### src/rtl/call_stack_unit.sv
// call_stack_unit: LIFO for return addresses, segment values and general data.
// The top of stack is presented combinationally, so a POP/RET completes in
// the cycle it is issued. Pushes become visible one cycle later.
// Optional feature: define CALL_STACK_WATERMARK_EN to add the HIGH_WATER
// output, which tracks the deepest SP reached since reset or the last CLR_ERR.
module call_stack_unit #(
  parameter int DATA_W = 8,
  parameter int DEPTH  = 16,
  parameter int PTR_W  = 4
) (
  input  logic              CLK,
  input  logic              RESET,
  input  logic              PUSH,
  input  logic              POP,
  input  logic              CALL,
  input  logic              SEG_PUSH,
  input  logic [DATA_W-1:0] IP_IN,
  input  logic [DATA_W-1:0] SEGMENT_IN,
  input  logic [DATA_W-1:0] DATA_IN,
  output logic [DATA_W-1:0] POP_DATA,
  output logic              EMPTY,
  output logic              FULL,
  output logic [PTR_W:0]    SP,
  output logic              OVERFLOW,
  output logic              UNDERFLOW,
  input  logic              CLR_ERR
`ifdef CALL_STACK_WATERMARK_EN
  ,
  output logic [PTR_W:0]    HIGH_WATER
`endif
);

  logic [DATA_W-1:0] mem [DEPTH];
  logic [PTR_W:0]    sp;
  logic [PTR_W:0]    sp_next;
  logic [PTR_W-1:0]  top_idx;
  logic [DATA_W-1:0] push_val;
  logic              empty;
  logic              full;
  logic              do_push;
  logic              do_replace;
  logic              ovf_set;
  logic              unf_set;
  logic              ovf;
  logic              unf;

  // Counts are decoded from the registered pointer only.
  assign empty   = (sp == '0);
  assign full    = (sp == (PTR_W+1)'(DEPTH));
  // Wraps correctly at SP=DEPTH because the low bits are then zero.
  assign top_idx = sp[PTR_W-1:0] - PTR_W'(1);

  // Push value selection; CALL outranks SEG_PUSH, return address is IP+1.
  always_comb begin
    push_val = DATA_IN;
    if (CALL)
      push_val = IP_IN + DATA_W'(1);
    else if (SEG_PUSH)
      push_val = SEGMENT_IN;
  end

  // Decide the stack operation for this cycle and the next pointer value.
  always_comb begin
    do_push    = 1'b0;
    do_replace = 1'b0;
    ovf_set    = 1'b0;
    unf_set    = 1'b0;
    sp_next    = sp;
    if (PUSH && POP) begin
      if (empty) begin
        // Nothing to pop: behaves as a plain push but still flags underflow.
        do_push = 1'b1;
        unf_set = 1'b1;
        sp_next = sp + (PTR_W+1)'(1);
      end else begin
        do_replace = 1'b1;
      end
    end else if (PUSH) begin
      if (full) begin
        ovf_set = 1'b1;
      end else begin
        do_push = 1'b1;
        sp_next = sp + (PTR_W+1)'(1);
      end
    end else if (POP) begin
      if (empty)
        unf_set = 1'b1;
      else
        sp_next = sp - (PTR_W+1)'(1);
    end
  end

  // Storage array; contents are meaningless after reset, so no reset here.
  always_ff @(posedge CLK) begin
    if (do_push)
      mem[sp[PTR_W-1:0]] <= push_val;
    else if (do_replace)
      mem[top_idx] <= push_val;
  end

  // Stack pointer register.
  always_ff @(posedge CLK or posedge RESET) begin
    if (RESET)
      sp <= '0;
    else
      sp <= sp_next;
  end

  // Sticky error flags; a clear wins over a same-cycle error.
  always_ff @(posedge CLK or posedge RESET) begin
    if (RESET) begin
      ovf <= 1'b0;
      unf <= 1'b0;
    end else if (CLR_ERR) begin
      ovf <= 1'b0;
      unf <= 1'b0;
    end else begin
      if (ovf_set) ovf <= 1'b1;
      if (unf_set) unf <= 1'b1;
    end
  end

`ifdef CALL_STACK_WATERMARK_EN
  logic [PTR_W:0] high_water;

  // Deepest pointer seen; CLR_ERR rebases it to the present depth.
  always_ff @(posedge CLK or posedge RESET) begin
    if (RESET)
      high_water <= '0;
    else if (CLR_ERR)
      high_water <= sp;
    else if (sp_next > high_water)
      high_water <= sp_next;
  end

  assign HIGH_WATER = high_water;
`endif

  assign POP_DATA  = empty ? '0 : mem[top_idx];
  assign EMPTY     = empty;
  assign FULL      = full;
  assign SP        = sp;
  assign OVERFLOW  = ovf;
  assign UNDERFLOW = unf;

endmodule
### config.mk
export PLATFORM = sky130hd
export DESIGN_NAME = call_stack_unit
export DESIGN_NICKNAME = d
export VERILOG_FILES = /design/src/rtl/call_stack_unit.sv
export SDC_FILE = /design/constraint.sdc
export NUM_CORES = 1
export LEC_CHECK = 0
export CAP_MARGIN = 20
export CORE_UTILIZATION = 29
export CTS_CLUSTER_SIZE = 30
export DETAILED_ROUTE_END_ITERATION = 16
export PLACE_DENSITY = 0.5
export SYNTH_ARGS = -nofsm -noshare
export SYNTH_HDL_FRONTEND = slang
export SYNTH_SLANG_ARGS = --single-unit
### constraint.sdc
create_clock -name CLK -period 4.2 [get_ports CLK]
set_clock_uncertainty 0.2 [all_clocks]
set_input_delay 0.84 -clock CLK [delete_from_list [all_inputs] [get_ports CLK]]
set_output_delay 0.84 -clock CLK [all_outputs]
set_load 0.02 [all_outputs]
==> results by group <==
Run status
  • Outcome: finished, final reports clean

Logic synthesis
  • FF+latch count, synth: 135
  • Mapped Nets: 384
  • Mean Syn Cell Area: 17.0 um^2
  • Most frequent cell after synthesis: edfxtp_1
  • Synth top area cells: edfxtp_1 65%, mux4_2 12%, mux2i_1 3.5%
  • Syn Inst Count: 349
  • Cell area after synthesis: 5950 um^2
  • Top-area cell type share of the netlist area: 64.6%
  • Most area-hungry cell type in the Yosys netlist: edfxtp_1
  • Post-synth top cells: 128 x edfxtp_1, 32 x mux4_2, 21 x mux2i_1, 19 x nor2_1, 12 x clkbuf_1
  • Share of synthesized registers carrying an async set or reset: 5.19%
  • Synth Flop Type: edfxtp_1
  • Post-synthesis cell type count: 51
  • Synth warn: 0
  • Post-synthesis sequential area ratio: 67.6%
  • Post-synth EDFFs: 128

Timing
  • Slew margin rel.: 43.4%
  • Tmin final: 3.97 ns
  • Fmax: 252 MHz
  • Min setup slack post-route: 0.233 ns
  • Setup TNS after final layout: 0 ns
  • Endpoints failing hold: 0
  • Worst Tran Pin Value: 0.845 ns
  • RSZ-0062 raised after global routing: false
  • Slew Limit Fails: 0
  • Final setup fails: 0
  • Fin crit share: 94.4%

Cells and area
  • Area of the multi-input gates: 1800 um^2
  • Register area: 4020 um^2
  • Layout cell share with drive strength beyond 1: 22.5%
  • Final Cell Area: 7470 um^2
  • Final core utilization: 37.1%
  • Fillers: 1897
  • Final #Nets: 458
  • Layout area overhead: 25.7%

Floorplanning
  • Core area: 20200 um^2
  • Die height: 145 um
  • Num rows: 52
  • Die area: 21100 um^2
  • Width of the die: 145 um
  • Initial Util: 29.5%
  • Io pins: 48

Critical path
  • Type of destination of the critical path: primary output
  • R2R cell count: 6
  • Critical path class: reg2out
  • Critical Path Fanout Max: 19
  • Reg2reg setup slack: 1.08 ns
  • Slowest stage cell, crit path: clkdlybuf4s50_1
  • CP peak stage delay: 0.66 ns
  • Reg-to-reg startpoint: SP[0]
  • Worst EP arrival: 2.93 ns
  • Critical Path RT: 3.16 ns
  • Cell breakdown of the critical path: buf_4, or4_4, and2_4, mux2i_1, o22ai_1, clkdlybuf4s50_1
  • CP Launch Type: flop
  • Reg2reg end: mem[6][0]

GRT
  • First-pass GRT wire length: 21400 um
  • Initial antenna violation count: 0
  • GR Util All Layers: 14.0%
  • Congestion Overflow GR: 0
  • Largest net degree at the start of global routing: 40
  • Number of global-route vias before repair: 3512

Detailed routing
  • TritonRoute pass-1 iters: 4
  • Drt wl/cell: 19.6 um
  • Detailed Route Iter0 Violations: 382
  • Via count: 3427
  • Via-to-Cell Ratio: 4.85
  • Routed Antenna Nets: 0
  • Routed WL: 13800 um
  • Drc violations: 0

Clock tree
  • CTS resizes: 0
  • Clock transition at the registers of the reported paths: 0.06 ns
  • H-tree levels: 4
  • Clock Sinks: 135
  • Max clock buf depth: 2
  • Clk_lat worst skew: 0.42 ns
  • Post-CTS Setup Bufs: 0
  • CTS buffer count: 17
  • CTS tree: built
  • Root Buffer: clkbuf_16
  • Hold_buf cts: 0

Min path
  • Hold path cells: 2
  • Worst hold path class: reg2reg
  • Hold path endpoint: UNDERFLOW
  • Hold_sp: UNDERFLOW

Placed design
  • I/O Buffers: 47
  • Final HPWL DP: 9270 um
  • Routability cong.: 0.801
  • Post-Place Setup Slack: 0.687 ns
  • Placed cell area: 6890 um^2

Run
  • Number of max-cap violations: 0

Power
  • Pwr Density: 749 nW/um^2
  • IR drop worst, VDD: 247 uV
  • Pleak: 2.51 nW
[critical path, delay by kind of cell (launching register included)]
kind | cells | cell delay (ns)
AO/OA/AOI/OAI | 1 | 0.27
flip-flops | 1 | 0.38
multiplexers | 1 | 0.20
buffers and inverters | 2 | 0.84
AND/OR/NAND/NOR | 2 | 0.81
[kinds of logic after synthesis]
group / after synthesis / share of synthesized area, %
adders and majority gates: 4 / 0.842
DFF: 135 / 67.6
xor gates and xnor gates: 10 / 1.47
and+or+nand+nor: 63 / 5.72
muxes: 53 / 15.7
AOI/OAI and AO/OA: 56 / 6.63
buffers and inverters: 28 / 2.10
[registers in the layout, summed over array words and instances (netlist names)]
name	cells
UNDERFLOW	1
OVERFLOW	1
SP	5
mem	128
[layer usage]
metal / GRT usage [%] / routed length, um / up-vias
met5: 0 / 0 / -
met4: 5.32 / 225 / 0
met3: 3.93 / 525 / 14
met2: 20.7 / 6410 / 95
met1: 19.5 / 6670 / 1753
li1: - / - / 1565
[cell type report]
type,instances,area share [%]
well taps,270,4.52
diodes,1,0.0335
flip-flops and latches,135,53.8
repair buffers,78,9.68
inverters,5,0.251
clock buffers,20,5.84
clock inverters,11,1.76
multi-input cells,186,24.1
[through the flow]
step	power [mW]	hold WS (ns)	std cells
after detailed placement	4.20	0.338	672
after global placement	4.20	0.329	670
after floorplan	3.28	0.400	349
after global routing	5.84	0.380	705
final	5.60	0.335	706
after CTS	5.65	0.352	703
[power breakdown]
part           internal, mW  switching (mW)
clock network         0.920           0.526
registers              1.65          0.0723
logic                  1.09            1.34
total                  3.66            1.93
[worst max-delay path by stage]
stage          startpoint     endpoint  slack (ns)  depth (start not counted)
3_5_place_dp        SP[0]  POP_DATA[5]        0.69                          7
5_1_grt             SP[0]  POP_DATA[0]        0.14                          7
2_1_floorplan       SP[0]  POP_DATA[1]        0.39                          9
3_3_place_gp        SP[1]  POP_DATA[2]        0.71                          6
6_report            SP[1]  POP_DATA[4]        0.23                          6
4_1_cts             SP[0]  POP_DATA[5]        0.22                          7
[layout by cell type, fill, tap and decap left out, drive strengths merged, types with 3 or more instances in the layout]
master and count:
clkinv 6, bufinv 3, dfrtp 7, o22ai 9
clkbuf 20, nor3 3, nand3 6, buf 31
and3 3, ha 4, mux4 32, a21oi 11
nor4 3, o21ai 13, xnor2 5, clkdlybuf4s50 47
nor2 19, a211oi 7, and2 5, nor2b 6
edfxtp 128, xor2 5, inv 6, nand2 9
mux2i 21
(Power assumes the default switching activity.)
